`src/rtl/ram_loader_pkg.sv`:
```
// Shared types and constants for the RAM program loader.
// Optional checksum trailer is enabled by defining RAM_LOADER_CKSUM_EN.
package ram_loader_pkg;

    localparam int BYTE_W    = 8;
    localparam int MAX_WORDS = 4096;

    typedef enum logic [3:0] {
        IDLE,
        A_LO,
        C_HI,
        C_LO,
        D_HI,
        D_LO,
        WRITE,
        CK,
        FINISH,
        ERROR
    } state_t;

    // The byte stream is stalled only in the single-cycle internal states.
    function automatic logic state_accepts(input state_t s);
        return !(s == WRITE || s == FINISH || s == ERROR);
    endfunction

endpackage

```
`src/rtl/ram_loader_if.sv`:
```
// Loader bus bundle: byte stream in, CPU RAM request in, RAM port and status out.
interface ram_loader_if #(
    parameter int AWIDTH = 12,
    parameter int DWIDTH = 16
);
    import ram_loader_pkg::*;

    logic              rx_valid;
    logic [BYTE_W-1:0] rx_data;
    logic              rx_ready;
    logic              cpu_load;
    logic [AWIDTH-1:0] cpu_addr;
    logic [DWIDTH-1:0] cpu_d;
    logic              ram_load;
    logic [AWIDTH-1:0] ram_addr;
    logic [DWIDTH-1:0] ram_d;
    logic              cpu_hold;
    logic              done;
    logic              err;

    modport slave (
        input  rx_valid, rx_data, cpu_load, cpu_addr, cpu_d,
        output rx_ready, ram_load, ram_addr, ram_d, cpu_hold, done, err
    );

    modport master (
        output rx_valid, rx_data, cpu_load, cpu_addr, cpu_d,
        input  rx_ready, ram_load, ram_addr, ram_d, cpu_hold, done, err
    );

endinterface

```
`src/rtl/ram_port_mux.sv`:
```
// Combinational 2:1 selection of the RAM write port between the CPU and the loader.
module ram_port_mux #(
    parameter int AWIDTH = 12,
    parameter int DWIDTH = 16
) (
    input  logic              sel,
    input  logic              cpu_load,
    input  logic [AWIDTH-1:0] cpu_addr,
    input  logic [DWIDTH-1:0] cpu_d,
    input  logic              ldr_load,
    input  logic [AWIDTH-1:0] ldr_addr,
    input  logic [DWIDTH-1:0] ldr_d,
    output logic              ram_load,
    output logic [AWIDTH-1:0] ram_addr,
    output logic [DWIDTH-1:0] ram_d
);
    localparam int W = 1 + AWIDTH + DWIDTH;

    logic [W-1:0] cpu_bus;
    logic [W-1:0] ldr_bus;
    logic [W-1:0] ram_bus;

    assign cpu_bus = {cpu_load, cpu_addr, cpu_d};
    assign ldr_bus = {ldr_load, ldr_addr, ldr_d};

    genvar gi;
    generate
        for (gi = 0; gi < W; gi++) begin : g_sel
            assign ram_bus[gi] = sel ? ldr_bus[gi] : cpu_bus[gi];
        end
    endgenerate

    assign {ram_load, ram_addr, ram_d} = ram_bus;

endmodule

```
`src/rtl/ram_loader.sv`:
```
// Framed byte-stream loader driving the RAM write port; CPU passes through when idle.
// Optional trailing checksum byte enabled by defining RAM_LOADER_CKSUM_EN.
module ram_loader
    import ram_loader_pkg::*;
#(
    parameter int AWIDTH = 12,
    parameter int DWIDTH = 16
) (
    input  logic         clk,
    input  logic         reset,
    ram_loader_if.slave  bus
);

    state_t state_reg, state_next;
    // Held at 16 bits; only the low AWIDTH bits reach the RAM, so increments wrap.
    logic [15:0]       addr_reg, addr_next;
    logic [15:0]       remaining_reg, remaining_next;
    logic [BYTE_W-1:0] cnt_hi_reg, cnt_hi_next;
    logic [BYTE_W-1:0] hi_reg, hi_next;
    logic [BYTE_W-1:0] lo_reg, lo_next;
    logic              err_reg, err_next;

    logic        rx_ready;
    logic        accept;
    logic        ldr_load;
    logic [15:0] cnt_word;
    state_t      frame_end;

    assign rx_ready = state_accepts(state_reg);
    assign accept   = bus.rx_valid && rx_ready;
    assign cnt_word = {cnt_hi_reg, bus.rx_data};

`ifdef RAM_LOADER_CKSUM_EN
    logic [BYTE_W-1:0] sum_reg, sum_next;
    logic              ck_ok;

    assign frame_end = CK;
    assign ck_ok     = (sum_reg + bus.rx_data) == 8'h00;

    always_comb begin
        sum_next = sum_reg;
        if (accept) begin
            sum_next = (state_reg == IDLE) ? bus.rx_data : sum_reg + bus.rx_data;
        end
    end

    always_ff @(posedge clk) begin
        if (reset) begin
            sum_reg <= '0;
        end else begin
            sum_reg <= sum_next;
        end
    end
`else
    assign frame_end = FINISH;
`endif

    always_comb begin
        state_next     = state_reg;
        addr_next      = addr_reg;
        remaining_next = remaining_reg;
        cnt_hi_next    = cnt_hi_reg;
        hi_next        = hi_reg;
        lo_next        = lo_reg;
        err_next       = err_reg;
        ldr_load       = 1'b0;
        case (state_reg)
            IDLE: if (accept) begin
                addr_next  = {bus.rx_data, 8'h00};
                err_next   = 1'b0;
                state_next = A_LO;
            end
            A_LO: if (accept) begin
                addr_next[7:0] = bus.rx_data;
                state_next     = C_HI;
            end
            C_HI: if (accept) begin
                cnt_hi_next = bus.rx_data;
                state_next  = C_LO;
            end
            C_LO: if (accept) begin
                remaining_next = cnt_word;
                if (cnt_word == 16'd0) begin
                    state_next = frame_end;
                end else if (cnt_word > 16'(MAX_WORDS)) begin
                    err_next   = 1'b1;
                    state_next = ERROR;
                end else begin
                    state_next = D_HI;
                end
            end
            D_HI: if (accept) begin
                hi_next    = bus.rx_data;
                state_next = D_LO;
            end
            D_LO: if (accept) begin
                lo_next    = bus.rx_data;
                state_next = WRITE;
            end
            WRITE: begin
                ldr_load       = 1'b1;
                addr_next      = addr_reg + 16'd1;
                remaining_next = remaining_reg - 16'd1;
                state_next     = (remaining_reg == 16'd1) ? frame_end : D_HI;
            end
`ifdef RAM_LOADER_CKSUM_EN
            CK: if (accept) begin
                if (ck_ok) begin
                    state_next = FINISH;
                end else begin
                    err_next   = 1'b1;
                    state_next = ERROR;
                end
            end
`endif
            FINISH:  state_next = IDLE;
            ERROR:   state_next = IDLE;
            default: state_next = IDLE;
        endcase
    end

    always_ff @(posedge clk) begin
        if (reset) begin
            state_reg     <= IDLE;
            addr_reg      <= '0;
            remaining_reg <= '0;
            cnt_hi_reg    <= '0;
            hi_reg        <= '0;
            lo_reg        <= '0;
            err_reg       <= 1'b0;
        end else begin
            state_reg     <= state_next;
            addr_reg      <= addr_next;
            remaining_reg <= remaining_next;
            cnt_hi_reg    <= cnt_hi_next;
            hi_reg        <= hi_next;
            lo_reg        <= lo_next;
            err_reg       <= err_next;
        end
    end

    assign bus.rx_ready = rx_ready;
    assign bus.cpu_hold = (state_reg != IDLE);
    assign bus.done     = (state_reg == FINISH);
    assign bus.err      = err_reg;

    ram_port_mux #(
        .AWIDTH (AWIDTH),
        .DWIDTH (DWIDTH)
    ) u_mux (
        .sel      (bus.cpu_hold),
        .cpu_load (bus.cpu_load),
        .cpu_addr (bus.cpu_addr),
        .cpu_d    (bus.cpu_d),
        .ldr_load (ldr_load),
        .ldr_addr (addr_reg[AWIDTH-1:0]),
        .ldr_d    (DWIDTH'({hi_reg, lo_reg})),
        .ram_load (bus.ram_load),
        .ram_addr (bus.ram_addr),
        .ram_d    (bus.ram_d)
    );

endmodule
```
`src/flat_wrapper.sv`:
```
// flat-port wrapper written by rule: the top's interface ports become plain ports
module ram_loader_flat import ram_loader_pkg::*;
#(
    parameter int AWIDTH = 12,
    parameter int DWIDTH = 16
)
  (clk, reset, bus_rx_valid, bus_rx_data, bus_cpu_load, bus_cpu_addr, bus_cpu_d, bus_rx_ready, bus_ram_load, bus_ram_addr, bus_ram_d, bus_cpu_hold, bus_done, bus_err);
  ram_loader_if #(.AWIDTH(AWIDTH), .DWIDTH(DWIDTH)) bus_i ();
  input  logic clk;
  input  logic reset;
  input wire logic [$bits(bus_i.rx_valid)-1:0] bus_rx_valid;
  input wire logic [$bits(bus_i.rx_data)-1:0] bus_rx_data;
  input wire logic [$bits(bus_i.cpu_load)-1:0] bus_cpu_load;
  input wire logic [$bits(bus_i.cpu_addr)-1:0] bus_cpu_addr;
  input wire logic [$bits(bus_i.cpu_d)-1:0] bus_cpu_d;
  output wire logic [$bits(bus_i.rx_ready)-1:0] bus_rx_ready;
  output wire logic [$bits(bus_i.ram_load)-1:0] bus_ram_load;
  output wire logic [$bits(bus_i.ram_addr)-1:0] bus_ram_addr;
  output wire logic [$bits(bus_i.ram_d)-1:0] bus_ram_d;
  output wire logic [$bits(bus_i.cpu_hold)-1:0] bus_cpu_hold;
  output wire logic [$bits(bus_i.done)-1:0] bus_done;
  output wire logic [$bits(bus_i.err)-1:0] bus_err;
  assign bus_i.rx_valid = bus_rx_valid;
  assign bus_i.rx_data = bus_rx_data;
  assign bus_i.cpu_load = bus_cpu_load;
  assign bus_i.cpu_addr = bus_cpu_addr;
  assign bus_i.cpu_d = bus_cpu_d;
  assign bus_rx_ready = bus_i.rx_ready;
  assign bus_ram_load = bus_i.ram_load;
  assign bus_ram_addr = bus_i.ram_addr;
  assign bus_ram_d = bus_i.ram_d;
  assign bus_cpu_hold = bus_i.cpu_hold;
  assign bus_done = bus_i.done;
  assign bus_err = bus_i.err;
  ram_loader #(.AWIDTH(AWIDTH), .DWIDTH(DWIDTH)) u_core (.clk(clk), .reset(reset), .bus(bus_i));
endmodule
```
`config.mk`:
```
export PLATFORM = sky130hd
export DESIGN_NAME = ram_loader_flat
export DESIGN_NICKNAME = d
export VERILOG_FILES = /design/src/rtl/ram_loader_pkg.sv /design/src/rtl/ram_loader_if.sv /design/src/rtl/ram_port_mux.sv /design/src/rtl/ram_loader.sv /design/src/flat_wrapper.sv
export SDC_FILE = /design/constraint.sdc
export NUM_CORES = 1
export LEC_CHECK = 0
export ABC_AREA = 1
export CAP_MARGIN = 20
export CORE_MARGIN = 2
export CORE_UTILIZATION = 55
export CTS_CLUSTER_SIZE = 8
export DETAILED_ROUTE_END_ITERATION = 8
export GPL_TIMING_DRIVEN = 0
export PLACE_DENSITY_LB_ADDON = 0.08
export SYNTH_ARGS = -nofsm -noshare
export SYNTH_HDL_FRONTEND = slang
export SYNTH_SLANG_ARGS = --single-unit
```
`constraint.sdc`:
```
create_clock -name clk -period 2.9 [get_ports clk]
set_input_delay 0.435 -clock clk [delete_from_list [all_inputs] [get_ports clk]]
set_output_delay 0.435 -clock clk [all_outputs]
set_load 0.05 [all_outputs]
```
== Word-level counts from Yosys, hierarchy flattened ==
Cells that the tools add are included.
Operators by class
  add/sub/neg operators: 2
  magnitude comparators: 1
  equal/unequal tests: 17
  mux-type cells: 51
  reductions and logical operators: 19
Operators with widths (count)
  $mux 4: 9
  $mux 1: 34
  $mux 16: 2
  $pmux 16 s2: 1
  $pmux 4 s7: 1
  $pmux 8 s3: 1
  $add 16x1->16 const B: 1
  $eq 16x1->1 const B: 1
  $gt 16x13->1 const B: 1
  $logic_not 16->1: 1
  $pmux 8 s2: 1
  $sub 16x1->16 const B: 1
  $ne 2x1->1 const B: 7
  $eq 4x3->1 const B: 3
  $reduce_and 2->1: 5
  $eq 4x2->1 const B: 2
  $eq 4x4->1 const B: 2
  $mux 8: 1
  $reduce_and 6->1: 1
  $reduce_bool 2->1: 3
  $reduce_and 5->1: 1
  $eq 4x1->1 const B: 1
  $logic_not 4->1: 1
  $reduce_bool 4->1: 1
  7 further kinds: 8
Word-level totals
  register bits after elaboration: 61

== Logic depth before layout (Yosys ltp) ==
  word-level depth: 7
  depth in mapped cells: 11

== Modules after synthesis ==
Synthesis repeated with hierarchy kept, for this count alone.
Second synthesis, totals
  cells, all modules: 618
  area total of the unflattened synthesis: 3644.7 um2
Modules (own cells, without submodules)
  ram_loader: times used 1, cells an instance 524, area an instance 3266.9 um2
  ram_port_mux: times used 1, cells an instance 94, area an instance 377.9 um2

== Least setup slack after synthesis ==
Ideal clock, no wire load.
  path type: flip-flop to output port
  start point: register u_core.state_reg[3]
  end point: output bus_ram_addr[0]
  arrival: 1920 ps
  data required time: 2465 ps
  slack: 545 ps
  cell stages (with the launch flop): 6
  buffers on the path: 1
  path through: dfxtp_1 nor2_2 inv_2 nor2_1 clkbuf_1 o21ai_0
Between the ends
  word-level cells in the longest chain between the ends: 2
RTL lines
  from (decl): line ram_loader.sv:14  | state_t state_reg, state_next;
  from (signal assigned): line ram_loader.sv:132  | state_reg <= state_next;
  $reduce_bool 4->1: line ram_loader.sv:143  | assign bus.cpu_hold = (state_reg != IDLE);
  $mux 1: line ram_port_mux.sv:29  | assign ram_bus[gi] = sel ? ldr_bus[gi] : cpu_bus[gi];
  to (decl): line flat_wrapper.sv:18  | output wire logic [$bits(bus_i.ram_addr)-1:0] bus_ram_addr;
No other way between the ends.

== Final worst setup path ==
  start point: register u_core.state_reg[3]
  end point: output bus_rx_ready
Between the ends
  word-level cells in the longest chain between the ends: 4
  elaborated cells on any way between the ends: 6
  those cells by class: 3 x eq/ne; 3 x reduce/logical
RTL lines
  $eq 4x3->1 / $eq 4x4->1 (equally long branches): line ram_loader_pkg.sv:23  | return !(s == WRITE || s == FINISH || s == ERROR);
  $logic_or 1x1->1: line ram_loader_pkg.sv:23
  $logic_or 1x1->1 *: line ram_loader_pkg.sv:23
  $logic_not 1->1 *: line ram_loader_pkg.sv:23
  to (decl): line flat_wrapper.sv:16  | output wire logic [$bits(bus_i.rx_ready)-1:0] bus_rx_ready;
Every way passes the cells marked *; elsewhere a longest branch is shown, timed or not.

==> flow_summary_export.csv <==
group,metric,value,unit
synthesis,ys_ff_latch,57,
detailed_routing,postRouteAntennaNets,0,
hold_path,min_path_type,"reg -> reg",
synthesis,synth-edff-count,0,
critical_path,r2r_start,"u_core.state_reg[1]$_SDFFE_PP0P_",
detailed_routing,avgRoutedWirePerCell,14.1,microns
critical_path,crit_fanout,10,
detailed_routing,route.detailed.drc,0,
clocking,cts_hold_buf,0,
detailed_routing,wl,10800,microns
detailed_routing,drt_first_iter_violations,388,
hold_path,hold_depth,2,
global_routing,grt_first_pass_wirelength,17700,microns
sta,maxSlewHeadroom,63.3,%
synthesis,syn_area,0.00355,sq mm
synthesis,synth_area_leader_cell,"dfxtp_1",
synthesis,netlist.area_leader.share,32.1,%
sta,worstMarginPinSlew,550,ps
detailed_routing,vias_per_cell,5.50,
synthesis,synth_seq_area_share,32.1,%
cells_and_area,n_antenna_cell,0,
clocking,cts.sinks,57,
floorplanning,dieHeight,84.4,microns
global_routing,grt_usage,30.9,%
global_routing,grt_pass1_vias,3882,
clocking,clk_pin_slew_worst_paths,60,ps
flow_run,maxCapViolations,0,
cells_and_area,multi_input_area,0.00207,sq mm
sta,fin_crit,2790,ps
synthesis,synth.avg_cell_area,5.96,sq um
synthesis,synthCells,596,
status,outcome,"finished clean",
synthesis,synthArstFlopShare,0,%
critical_path,startpoint,"u_core.state_reg[3]$_SDFFE_PP0P_",
cells_and_area,nets,722,
cells_and_area,seq_area,0.00114,sq mm
floorplanning,io_pins,73,
cells_and_area,fill_cells,572,
clocking,clk_latency,360,ps
synthesis,syn_nets,639,
power,power_density,484,mW/mm^2
critical_path,crit_chain,"inv_1, nand2_1, nor2_2, buf_2, nor2_1, clkdlybuf4s50_1",
place,dp.cells,745,
cells_and_area,syn2layout_area_growth,27.0,%
floorplanning,core_area,0.00631,sq mm
clocking,cts_buffer_depth,2,
cells_and_area,largest_reg_flops,16,
global_routing,overflow,0,
global_routing,antenna_found_initial,0,
critical_path,reg2reg_to,"u_core.remaining_reg[9]$_SDFFE_PP0P_",
synthesis,ys.flop_type,"dfxtp_1",
place,dp_hpwl,7920,microns
critical_path,reg2reg_slack,1190,ps
cells_and_area,drive_gt1_share,9.80,%
sta,setup_slack,106,ps
synthesis,synth.area.top_cells,"dfxtp_1 32%, nand2_1 21%, nor2_1 8.0%, nand3_1 6.8%, o21ai_0 6.6%",
clocking,htree_levels,3,
synthesis,yosysMostFrequentCell,"nand2_1",
sta,hold_viol,0,
power,ir_drop,0.000349,V
critical_path,cp-end-kind,"output pin",
place,finalWeightedCongestion,1.02,
cells_and_area,stdcell_count,761,
synthesis,synth_warnings,0,
synthesis,ys_types,30,
floorplanning,die-width,84.4,microns
detailed_routing,num_vias,4187,
sta,final.period_utilization,96.3,%
critical_path,critPathSlowestCell,"clkdlybuf4s50_1",
power,p_leak,2.22,nW
place,io_buffers,72,
clocking,tritoncts,"done",
floorplanning,num_rows,29,
sta,setup_viol,0,
place,place_ws,110,ps
global_routing,grt_max_degree,13,
sta,drv_slew,0,
detailed_routing,firstDrtPassIters,5,
floorplanning,die_area,0.00712,sq mm
hold_path,hold_start,"u_core.bus.err$_SDFFE_PP0P_",
synthesis,synthTopCellsByCount,"200 x nand2_1, 76 x nor2_1, 57 x dfxtp_1",
sta,finClkSkew,11.9,ps
sta,whs,476,ps
clocking,clockRootBuffer,"clkbuf_8",
critical_path,crit_type,"reg -> out",
critical_path,cp_data_required_time,2470,ps
sta,clock.fmax,0.358,GHz
clocking,cts_made_buffers,9,
critical_path,slowest_delay,700,ps
hold_path,min_to,"u_core.bus.err$_SDFFE_PP0P_",
floorplanning,initial_core_util,56.3,%
critical_path,r2r_cells,10,
critical_path,cp.arrival,2360,ps
critical_path,start_kind,"flip-flop",
[power by group]
part / total, mW / switching (mW) / internal (mW) / leakage (nW)
sequential: 0.826 / 0.0227 / 0.803 / 0.461
clock: 0.775 / 0.373 / 0.403 / 0.0960
combinational: 0.584 / 0.408 / 0.176 / 1.66
[worst max path at each step]
stage	endpoint	slack (ps)	cells after the start
6_report	bus_rx_ready	110	6
5_1_grt	bus_ram_d[6]	-3	8
4_1_cts	bus_ram_d[14]	9	8
3_5_place_dp	bus_ram_d[13]	110	8
3_3_place_gp	bus_ram_addr[3]	170	8
2_1_floorplan	bus_ram_addr[0]	550	5
[placed cells by master, fill, tap and decap left out, drive strengths merged, types with 3 or more instances in the layout]
| cell type | netlist | routed |
|---|---|---|
| ha | 3 | 3 |
| nor3 | 3 | 3 |
| inv | 61 | 62 |
| clkdlybuf4s50 | 0 | 42 |
| dfxtp | 57 | 57 |
| nand2 | 204 | 204 |
| nand4 | 5 | 5 |
| dlymetal6s2s | 0 | 8 |
| clkinv | 0 | 3 |
| o21ai | 51 | 51 |
| clkbuf | 8 | 33 |
| nand3 | 50 | 50 |
| clkdlybuf4s15 | 0 | 4 |
| a21oi | 43 | 43 |
| buf | 13 | 13 |
| nor2 | 85 | 85 |
| a31oi | 6 | 6 |
[metrics by stage]
step / util (%) / TNS [ps] / total power [mW] / area, sq um
final: 71.5 / 0 / 2.19 / 4510
after global routing: 71.5 / -6.54 / 2.28 / 4510
after CTS: 72.0 / 0 / 2.19 / 4550
after detailed placement: 69.2 / 0 / 1.46 / 4370
after global placement: 69.2 / 0 / 1.45 / 4370
after floorplan: - / 0 / 1.23 / 3550
[worst max-delay path, delay by kind of cell, from the launching register on]
family | cells | cell delay [ps]
buf+inv | 3 | 1150
flops | 1 | 390
simple gates | 3 | 450
[cell type report]
class | instances | area share [%]
multi-input combinational | 457 | 45.9
sequential | 57 | 25.3
timing repair buffer | 72 | 14.6
inverter | 61 | 5.07
clock buffer | 9 | 2.75
buffer | 21 | 2.47
tap | 77 | 2.14
clock inverter | 7 | 1.77
[kinds of logic after synthesis]
family	after synthesis	share of synthesized area (%)
AND/OR/NAND/NOR	351	42.3
AO/OA/AOI/OAI	103	14.9
buffers and inverters	82	9.55
flip-flops	57	32.1
adder cells (fa/ha/maj)	3	1.06
[what timing repair did]
| action | in CTS | in global routing |
|---|---|---|
| gates resized for setup | 24 | 43 |
| buffers inserted | 0 | 0 |
| setup endpoints to repair | 22 | 28 |
[per-layer routing]
| metal | vias to the layer above | routed length, microns | GRT usage, % |
|---|---|---|---|
| met5 | - | 0 | 0 |
| met4 | 0 | 525 | 16.6 |
| met3 | 46 | 923 | 7.18 |
| met2 | 206 | 4840 | 49.9 |
| met1 | 1867 | 4470 | 38.4 |
| li1 | 2068 | - | - |
(Power assumes the default switching activity.)
